**src/rtl/universal_shift_register.sv**
```systemverilog
// -----------------------------------------------------------------------------
// universal_shift_register
//
// Purpose:
//   WIDTH-bit register with single-cycle hold / load / shift / rotate /
//   increment operations and a multi-cycle rotate-left-by-cnt operation.
//   The multi-cycle rotate advances one bit per clock while busy is high.
//
// Ports:
//   clk    in   1      sole clock, rising edge
//   reset  in   1      synchronous active-high reset
//   en     in   1      command strobe, sampled only while busy=0
//   mode   in   3      operation select
//   d      in   WIDTH  parallel load data
//   sin_r  in   1      serial bit entering bit 0 on shift-left
//   sin_l  in   1      serial bit entering bit WIDTH-1 on shift-right
//   cnt    in   CNT_W  rotate-left step count for mode 3'b111
//   out    out  WIDTH  registered contents
//   busy   out  1      multi-rotate in progress (state == RUN)
//   done   out  1      one-cycle pulse when a multi-rotate finishes
//   wrap   out  1      one-cycle pulse after an increment rolls over to zero
// -----------------------------------------------------------------------------
module universal_shift_register #(
    parameter int WIDTH = 8,
    parameter int CNT_W = 4
) (
    input  logic             clk,
    input  logic             reset,
    input  logic             en,
    input  logic [2:0]       mode,
    input  logic [WIDTH-1:0] d,
    input  logic             sin_r,
    input  logic             sin_l,
    input  logic [CNT_W-1:0] cnt,
    output logic [WIDTH-1:0] out,
    output logic             busy,
    output logic             done,
    output logic             wrap
);

    typedef enum logic {
        IDLE = 1'b0,
        RUN  = 1'b1
    } state_t;

    localparam logic [WIDTH-1:0] ONE_W    = {{(WIDTH-1){1'b0}}, 1'b1};
    localparam logic [WIDTH-1:0] ZERO_W   = {WIDTH{1'b0}};
    localparam logic [WIDTH-1:0] ONES_W   = {WIDTH{1'b1}};
    localparam logic [CNT_W-1:0] ONE_C    = {{(CNT_W-1){1'b0}}, 1'b1};
    localparam logic [CNT_W-1:0] ZERO_C   = {CNT_W{1'b0}};

    state_t             state_q, state_d;
    logic [WIDTH-1:0]   out_q, out_d;
    logic [CNT_W-1:0]   remaining_q, remaining_d;
    logic               busy_q, done_q, done_d, wrap_q, wrap_d;
    logic [WIDTH-1:0]   rotl1_s;

    // Rotate-left-by-one is shared by mode 3'b100 and every RUN step.
    assign rotl1_s = {out_q[WIDTH-2:0], out_q[WIDTH-1]};

    // Next-state decode: command execution in IDLE, one rotate step per RUN cycle.
    always_comb begin
        state_d     = state_q;
        out_d       = out_q;
        remaining_d = remaining_q;
        done_d      = 1'b0;
        wrap_d      = 1'b0;
        case (state_q)
            IDLE: begin
                if (en) begin
                    case (mode)
                        3'b000: out_d = out_q;
                        3'b001: out_d = d;
                        3'b010: out_d = {out_q[WIDTH-2:0], sin_r};
                        3'b011: out_d = {sin_l, out_q[WIDTH-1:1]};
                        3'b100: out_d = rotl1_s;
                        3'b101: out_d = {out_q[0], out_q[WIDTH-1:1]};
                        3'b110: begin
                            out_d  = out_q + ONE_W;
                            wrap_d = (out_q == ONES_W);
                        end
                        3'b111: begin
                            // A zero count finishes immediately without entering RUN.
                            if (cnt != ZERO_C) begin
                                remaining_d = cnt;
                                state_d     = RUN;
                            end else begin
                                done_d = 1'b1;
                            end
                        end
                        default: out_d = out_q;
                    endcase
                end else begin
                    out_d = out_q;
                end
            end
            RUN: begin
                // Inputs are ignored here; counts >= WIDTH simply keep rotating.
                out_d       = rotl1_s;
                remaining_d = remaining_q - ONE_C;
                if (remaining_q == ONE_C) begin
                    state_d = IDLE;
                    done_d  = 1'b1;
                end else begin
                    state_d = RUN;
                end
            end
            default: begin
                state_d     = IDLE;
                remaining_d = ZERO_C;
            end
        endcase
    end

    // State and status registers; reset dominates any command or running rotate.
    always_ff @(posedge clk) begin
        if (reset) begin
            state_q     <= IDLE;
            out_q       <= ZERO_W;
            remaining_q <= ZERO_C;
            busy_q      <= 1'b0;
            done_q      <= 1'b0;
            wrap_q      <= 1'b0;
        end else begin
            state_q     <= state_d;
            out_q       <= out_d;
            remaining_q <= remaining_d;
            busy_q      <= (state_d == RUN);
            done_q      <= done_d;
            wrap_q      <= wrap_d;
        end
    end

    assign out  = out_q;
    assign busy = busy_q;
    assign done = done_q;
    assign wrap = wrap_q;

endmodule
```
**config.mk**
```make
export PLATFORM = sky130hd
export DESIGN_NAME = universal_shift_register
export DESIGN_NICKNAME = d
export VERILOG_FILES = /design/src/rtl/universal_shift_register.sv
export SDC_FILE = /design/constraint.sdc
export NUM_CORES = 1
export LEC_CHECK = 0
export ABC_AREA = 1
export CAP_MARGIN = 15
export CORE_MARGIN = 4
export CORE_UTILIZATION = 48
export DETAILED_ROUTE_END_ITERATION = 7
export PLACE_DENSITY = 0.89
export SETUP_SLACK_MARGIN = 0.02
export SLEW_MARGIN = 5
export SYNTH_ARGS = -nofsm -noshare
export SYNTH_HDL_FRONTEND = slang
export SYNTH_SLANG_ARGS = --single-unit
export TNS_END_PERCENT = 10
```
**constraint.sdc**
```tcl
create_clock -name clk -period 1.6 [get_ports clk]
set_input_delay 0.32 -clock clk [delete_from_list [all_inputs] [get_ports clk]]
set_output_delay 0.32 -clock clk [all_outputs]
set_load 0.005 [all_outputs]
```
==> impl_metrics.csv, run 1 <==
group,metric,value,unit
outcome,outcome,"complete, no violations",
critical_path,worstSetupPathType,"reg -> out",
placement,io_buffers,30,
floorplan,die_area,3320,um2
grt,grt_pass1_wl,5720,um
critical_path,critPathArrivalTime,1.22,ns
sta,finClkSkew,0.0178,ns
drt,ant_nets,0,
sta,min_period,1.54,ns
sta,finalHoldViolations,0,
grt,first_global_vias,1319,
critical_path,worstSetupStartpointType,"register",
floorplan,die_w,57.6,um
synthesis,syn-num-nets,221,
synthesis,ys_seq_elements,15,
synthesis,synth_cell_types,25,
cells_and_area,insertedDiodeCount,0,
clocking,cts_max_level,1,
floorplan,io-pin-count,31,
grt,grt_usage,21.6,%
critical_path,critPathRequiredTime,1.28,ns
clocking,ctsRootBufferMaster,"clkbuf_4",
critical_path,crit_slowest_cell,"clkdlybuf4s50_1",
critical_path,worstPathCellList,"clkdlybuf4s50_1",
cells_and_area,final_nets,259,
clocking,cts_tree,"done",
critical_path,critPathBufInv,1,
clocking,clk_latency,0.30,ns
placement,gp_congestion,0.887,
floorplan,fp-row-count,17,
synthesis,synth_top_cell_by_area,"dfxtp_1",
sta,tightest_slew,0.389,ns
critical_path,crit_family,"buffers and inverters",
grt,antenna_found_initial,0,
synthesis,synth_area,1180,um2
placement,hpwl,2550,um
cells_and_area,drive_above_1_share,14.5,%
sta,worst_slack,0.0610,ns
run,drv_cap,0,
sta,fmax,650,MHz
min_path,hold_class,"reg -> reg",
critical_path,cp_max_fo,7,
floorplan,start_util,51.8,%
clocking,cts_made_buffers,3,
sta,setup_viol,0,
cells_and_area,layout_commonest_cell,"nand2_1",
power_and_ir_drop,p_per_area,575,nW/um2
sta,fin_crit_sh,96.2,%
sta,fin_tns_setup,0,ns
drt,dr_total_vias,1388,
clocking,clkTransAtPathRegs,0.10,ns
clocking,post_cts_buffers,0,
synthesis,ys_seq_area_share,25.5,%
cells_and_area,syn_to_final_growth,35.4,%
power_and_ir_drop,leakagePower,0.673,nW
grt,grt_max_degree,15,
grt,gr-total-overflow,0,
drt,drt_iter0_markers,26,
floorplan,die_y,57.6,um
drt,post-route-drc-count,0,
drt,wirelength,3370,um
drt,wl_per_cell,12.8,um
power_and_ir_drop,ir_worst_vdd,0.000581,V
cells_and_area,mostFrequentLayoutCells,"nand2_1, nor2_1, clkdlybuf4s50_1, inv_1, nand3_1",
synthesis,yosysWarnings,0,
synthesis,synth_top_cell_area_share,25.5,%
floorplan,core-area,2280,um2
drt,drtPass1Iterations,4,
clocking,postCtsHoldBufs,0,
synthesis,synth_area_leaders,"dfxtp_1, nand2_1, nor2_1, nand3_1, a21oi_1",
critical_path,cp-end-kind,"primary output",
synthesis,synth_cells,198,
clocking,cts_sinks,15,
critical_path,cp_slowest_stage_delay,0.52,ns
drt,vias_per_cell,5.28,
synthesis,synth_area_per_cell,5.96,um2
sta,slew_viol_final,0,
clocking,clockBufferDepth,2,
placement,dp_slack,-0.327,ns
sta,slew_headroom,74.1,%
sta,grt_setup_unrepaired,"no",
-- kinds of logic after synthesis --
logic type | count (synthesis) | share of synthesized area [%]
fa+ha+maj | 3 | 3.18
xor+xnor | 2 | 1.48
flops | 15 | 25.5
compound gates | 33 | 15.0
buf+inv | 29 | 9.54
simple gates | 116 | 45.4
-- final timing paths --
kind	slack, ns	depth (start not counted)	startpoint	to
worst max-delay path	0.06	1	out[3]	out[3]
worst min-delay path	0.48	2	remaining_q[1]	remaining_q[1]
worst max register to register	0.29	9	out[0]	out[6]
worst min register to register	0.48	2	remaining_q[1]	remaining_q[1]
-- state kept, by name, indices dropped and copies added, names as in the netlist --
signal / count
busy: 1
out: 8
remaining_q: 4
done: 1
wrap: 1
-- stage by stage --
stage	cell area [um2]	hold WS (ns)	instances	utilization [%]	power (mW)
6_report	1600	0.478	263	70.2	0.919
5_1_grt	1600	0.510	263	70.2	0.973
4_1_cts	1590	0.477	263	69.7	0.923
3_5_place_dp	1550	0.465	259	68.0	0.701
3_3_place_gp	1550	0.456	259	68.0	0.699
2_1_floorplan	1180	0.382	198	-	0.568
-- synth_stat cells --
library cell and instances:
a21oi_1 17, nor2_4 1, buf_2 1, nand2_4 1, nor3_1 1, ha_1 3, a21oi_2 2, o21ai_0 10
nor3_2 1, xor2_1 2, nand3_2 1, nor2_1 35, inv_4 1, dfxtp_1 15, a22oi_1 1, nand2_2 1
a31oi_1 1, nand3_1 19, nand2_1 47, o21ai_1 2, nand4_1 7, nand3_4 2, clkbuf_1 2, inv_2 5
inv_1 20
-- where the power goes --
group	leakage (nW)	total (mW)	switching (mW)	internal [mW]
registers	0.126	0.421	0.0279	0.393
logic	0.529	0.277	0.148	0.129
clock network	0.0177	0.222	0.129	0.0930
-- what timing repair did --
action,in CTS,in global routing
cloned,0,0
endpoints found under the setup margin,10,10
resized for setup,9,6
-- cell type report --
class,count,area (um2)
clock buffers,3,22.5
clock inverters,1,5.00
inverters,26,100
multi-input cells,154,772
well taps,28,35.0
fillers,211,678
flip-flops and latches,15,318
repair buffers,36,345
-- metal layers --
metal	track usage, %	wire [um]	share of wire (%)	vias to the layer above
met3	4.30	212	6.3	2
met2	36.3	1560	46	48
met4	3.64	13	0.39	0
met5	0	0	0	-
li1	-	-	-	721
met1	28.8	1580	47	617
Power figures use the tool's default switching activity.
==> run 2: changes to the inputs <==
--- a/config.mk
+++ b/config.mk
@@ -7,9 +7,10 @@
 export LEC_CHECK = 0
 export ABC_AREA = 1
 export CAP_MARGIN = 15
-export CORE_MARGIN = 4
+export CORE_MARGIN = 2
 export CORE_UTILIZATION = 48
 export DETAILED_ROUTE_END_ITERATION = 7
+export MAX_ROUTING_LAYER = met4
 export PLACE_DENSITY = 0.89
 export SETUP_SLACK_MARGIN = 0.02
 export SLEW_MARGIN = 5
==> run 2 against run 1 <==
Compared with the run above: non-clock buffer count rose by 3; sequential share of layout area fell by 0.60 points; register-to-register slack worse by 0.08 ns; via count up 1.7%; largest power group unchanged; clock power hardly changed; critical path type unchanged; largest cell class unchanged; critical path depth unchanged.
==> impl_metrics.csv, run 2 (synthesis results as in run 1) <==
group,metric,value,unit
sta,min_period,1.55,ns
sta,grt_setup_unrepaired,"no",
outcome,outcome,"complete, no violations",
drt,vias_per_cell,5.30,
grt,grt_usage,28.7,%
clocking,cts_resized,6,
sta,slew_viol_final,0,
critical_path,cp-end-kind,"primary output",
clocking,clockBufferDepth,2,
sta,finClkSkew,0.00757,ns
placement,dp_slack,-0.272,ns
critical_path,worstPathCellList,"clkdlybuf4s50_1",
sta,tightest_slew,0.384,ns
critical_path,worstSetupPathType,"reg -> out",
cells_and_area,layout_commonest_cell,"nand2_1",
critical_path,crit_slowest_cell,"clkdlybuf4s50_1",
critical_path,regToRegStartpoint,"out[1]",
grt,antenna_found_initial,0,
critical_path,worstRegToRegCells,8,
drt,drt_iter0_markers,39,
grt,gr-total-overflow,0,
critical_path,crit_cells,1,
cells_and_area,syn_to_final_growth,37.4,%
sta,fin_tns_setup,0,ns
placement,hpwl,2550,um
run,drv_cap,0,
power_and_ir_drop,p_per_area,570,nW/um2
sta,slew_headroom,74.4,%
min_path,hold_start,"remaining_q[1]",
floorplan,core-area,2280,um2
sta,worst_slack,0.0547,ns
placement,gp_congestion,0.956,
sta,finalHoldViolations,0,
placement,io_buffers,30,
clocking,cts_made_buffers,3,
critical_path,timing.rr.end,"out[6]",
cells_and_area,final_nets,262,
cells_and_area,insertedDiodeCount,0,
clocking,ctsRootBufferMaster,"clkbuf_4",
cells_and_area,drive_above_1_share,14.3,%
clocking,post_cts_buffers,0,
sta,fmax,647,MHz
floorplan,fp-row-count,17,
drt,drtPass1Iterations,4,
floorplan,die_area,2870,um2
clocking,clk_latency,0.29,ns
clocking,cts_sinks,15,
min_path,hold_depth,2,
clocking,cts_tree,"done",
floorplan,die_w,53.6,um
clocking,clkTransAtPathRegs,0.09,ns
grt,first_global_vias,1321,
sta,fin_crit_sh,96.6,%
grt,grt_max_degree,16,
cells_and_area,fin_util,71.2,%
critical_path,critPathRequiredTime,1.28,ns
critical_path,crit_family,"buffers and inverters",
critical_path,cp_max_fo,6,
clocking,postCtsHoldBufs,0,
floorplan,die_y,53.6,um
floorplan,io-pin-count,31,
drt,dr_total_vias,1411,
cells_and_area,largest_reg_flops,8,
min_path,hold-path-endpoint,"remaining_q[1]",
drt,wl_per_cell,12.7,um
cells_and_area,fillers,197,
critical_path,worstSetupStartpointType,"register",
min_path,hold_class,"reg -> reg",
drt,wirelength,3390,um
power_and_ir_drop,ir_worst_vdd,0.000536,V
power_and_ir_drop,leakagePower,0.700,nW
critical_path,critPathBufInv,1,
critical_path,critPathArrivalTime,1.23,ns
critical_path,cp_slowest_stage_delay,0.53,ns
drt,post-route-drc-count,0,
grt,grt_pass1_wl,5730,um
sta,setup_viol,0,
drt,ant_nets,0,
cells_and_area,mostFrequentLayoutCells,"nand2_1, nor2_1, clkdlybuf4s50_1, inv_1, nand3_1",
critical_path,rrSetupSlack,0.21,ns
floorplan,start_util,51.8,%
clocking,cts_max_level,1,
-- run 2: changes by cell type in the layout (fill, tap and decap cells not counted) --
cell,previous run,this run
buf_4,6,9
dfxtp_2,5,4
dlymetal6s2s_1,1,3
clkinv_2,1,0
clkbuf_1,0,1
dlygate4sd2_1,2,0
dfxtp_1,7,9
dfxtp_4,3,2
-- run 2: final cells by class --
class / instances / area [um2] / share of cell area, %
multi-input combinational: 154 / 772 / 47.6
sequential: 15 / 313 / 19.3
timing repair buffer: 39 / 375 / 23.1
inverter: 26 / 100 / 6.17
clock buffer: 4 / 26.3 / 1.62
tap: 28 / 35.0 / 2.16
-- run 2: metrics by stage --
stage	hold slack (ns)	cells	total power [mW]	cell area, um2
after global routing	0.519	266	0.987	1620
final	0.471	266	0.924	1620
after floorplan	0.382	198	0.568	1180
after CTS	0.475	266	0.931	1600
after global placement	0.455	262	0.703	1570
after detailed placement	0.462	262	0.706	1570
-- run 2: routing by layer --
layer	track usage, %	vias up	share of wire, %
met1	36.6	631	48
met3	6.94	10	4.0
li1	-	727	-
met4	11.1	0	2.2
met5	-	-	0
met2	43.6	43	46
-- run 2: worst max path at each step --
stage | start | to | slack (ns)
after floorplan | out[0] | out[6] | 0.36
after detailed placement | mode[0] | out[2] | -0.27
after global routing | out[3] | out[3] | 0.02
after global placement | mode[0] | out[2] | -0.26
after CTS | out[2] | out[2] | 0.03
final | out[1] | out[1] | 0.05
-- run 2: power by group --
group          internal (mW)  switching (mW)  leakage, nW
combinational          0.135           0.152        0.560
clock                 0.0971           0.123       0.0150
sequential             0.393          0.0231        0.125
==> run 3: changes to the inputs <==
--- a/config.mk
+++ b/config.mk
@@ -7,7 +7,7 @@
 export LEC_CHECK = 0
 export ABC_AREA = 1
 export CAP_MARGIN = 15
-export CORE_MARGIN = 2
+export CORE_MARGIN = 1
 export CORE_UTILIZATION = 48
 export DETAILED_ROUTE_END_ITERATION = 7
 export MAX_ROUTING_LAYER = met4
==> run 3 against run 2 <==
Compared with the run above: core utilization rose by 0.95 points; combinational power barely moved; global-route usage fell by 2.8 points; die area fell by 7.3%; critical path type unchanged; highest routed layer unchanged.
==> impl_metrics.csv, run 3 (synthesis results as in run 1) <==
group,metric,value,unit
outcome,outcome,"complete, no violations",
sta,fin_crit_sh,96.9,%
critical_path,cp-end-kind,"primary output",
drt,ant_nets,0,
min_path,hold_class,"reg -> reg",
critical_path,crit_family,"buffers and inverters",
cells_and_area,multi_input_area,767,um2
cells_and_area,drive_above_1_share,15.0,%
cells_and_area,fin_util,72.2,%
floorplan,die_area,2660,um2
critical_path,cp_slowest_stage_delay,0.53,ns
critical_path,worstPathCellList,"clkdlybuf4s50_1",
floorplan,start_util,52.3,%
critical_path,cp_max_fo,8,
sta,fmax,645,MHz
grt,grt_max_degree,16,
critical_path,critPathArrivalTime,1.23,ns
clocking,cts_tree,"done",
clocking,clockBufferDepth,2,
drt,wirelength,3260,um
clocking,cts_sinks,15,
floorplan,fp-row-count,17,
grt,grt_usage,25.9,%
cells_and_area,layout_commonest_cell,"nand2_1",
cells_and_area,fillers,203,
sta,finalHoldViolations,0,
critical_path,critPathBufInv,1,
clocking,clkTransAtPathRegs,0.09,ns
grt,first_global_vias,1136,
grt,grt_pass1_wl,5020,um
floorplan,core-area,2250,um2
floorplan,die_w,51.6,um
critical_path,crit_slowest_cell,"clkdlybuf4s50_1",
grt,antenna_found_initial,0,
placement,io_buffers,30,
sta,min_period,1.55,ns
clocking,post_cts_buffers,0,
drt,dr_total_vias,1424,
drt,post-route-drc-count,0,
grt,gr-total-overflow,0,
cells_and_area,mostFrequentLayoutCells,"nand2_1, nor2_1, clkdlybuf4s50_1, inv_1, nand3_1",
power_and_ir_drop,p_per_area,571,nW/um2
drt,wl_per_cell,12.1,um
run,drv_cap,0,
drt,vias_per_cell,5.31,
placement,gp_congestion,0.959,
floorplan,io-pin-count,31,
power_and_ir_drop,ir_worst_vdd,0.000472,V
cells_and_area,syn_to_final_growth,38.0,%
cells_and_area,final_nets,264,
critical_path,critPathRequiredTime,1.28,ns
cells_and_area,insertedDiodeCount,0,
power_and_ir_drop,leakagePower,0.708,nW
cells_and_area,instances_no_fill,268,
floorplan,die_y,51.6,um
sta,slew_headroom,74.7,%
drt,drtPass1Iterations,5,
clocking,cts_max_level,1,
drt,drt_iter0_markers,71,
sta,setup_viol,0,
sta,grt_setup_unrepaired,"yes",
critical_path,worstSetupPathType,"reg -> out",
clocking,clk_latency,0.29,ns
placement,placed_cells,264,
cells_and_area,largest_reg_flops,8,
cells_and_area,regArea,309,um2
placement,hpwl,2390,um
sta,slew_viol_final,0,
sta,tightest_slew,0.379,ns
critical_path,worstSetupStartpointType,"register",
sta,finClkSkew,0.00397,ns
clocking,ctsRootBufferMaster,"clkbuf_4",
clocking,cts_made_buffers,3,
run 3: worst paths after layout:
check	from	to	slack, ns	cells after the start
hold reg to reg	remaining_q[1]	remaining_q[1]	0.48	2
setup / recovery	out[2]	out[2]	0.05	1
hold / removal	remaining_q[1]	remaining_q[1]	0.48	2
setup reg to reg	out[1]	out[4]	0.28	8
run 3: cell type report:
cell class                      instances  share of cell area [%]
Sequential cell                        15                    19.0
Inverter                               26                    6.15
Timing Repair Buffer                   41                    24.0
Multi-Input combinational cell        154                    47.1
Tap cell                               28                    2.15
Clock buffer                            4                    1.61
run 3: where the power goes:
part           internal [mW]  switching [mW]  leakage [nW]
registers              0.395          0.0257         0.125
logic                  0.138           0.150         0.568
clock network         0.0969           0.124        0.0150
total                  0.630           0.299         0.708
run 3: through the flow:
step | setup WS, ns | TNS [ns] | area, um2 | hold slack [ns] | total power [mW]
floorplan | 0.357 | 0 | 1180 | 0.382 | 0.568
global placement | -0.244 | -2.53 | 1590 | 0.455 | 0.704
detailed placement | -0.265 | -2.77 | 1590 | 0.473 | 0.708
CTS | 0.0345 | 0 | 1620 | 0.487 | 0.935
global route | 0.0115 | 0 | 1630 | 0.501 | 0.985
finish | 0.0503 | 0 | 1630 | 0.484 | 0.929
run 3: repair_timing:
item                                    in CTS  in global routing
endpoints found under the setup margin       7                 13
gates resized for setup                      7                  3
hold buffers                                 0                  0
run 3: layer usage:
| layer | routed length [um] | part of all wire, % | vias up | track usage [%] |
|---|---|---|---|---|
| li1 | - | - | 731 | - |
| met1 | 1450 | 45 | 606 | 35.3 |
| met2 | 1480 | 46 | 83 | 40.0 |
| met3 | 294 | 9.0 | 4 | 5.26 |
| met4 | 26 | 0.80 | 0 | 4.05 |
| met5 | 0 | 0 | - | - |
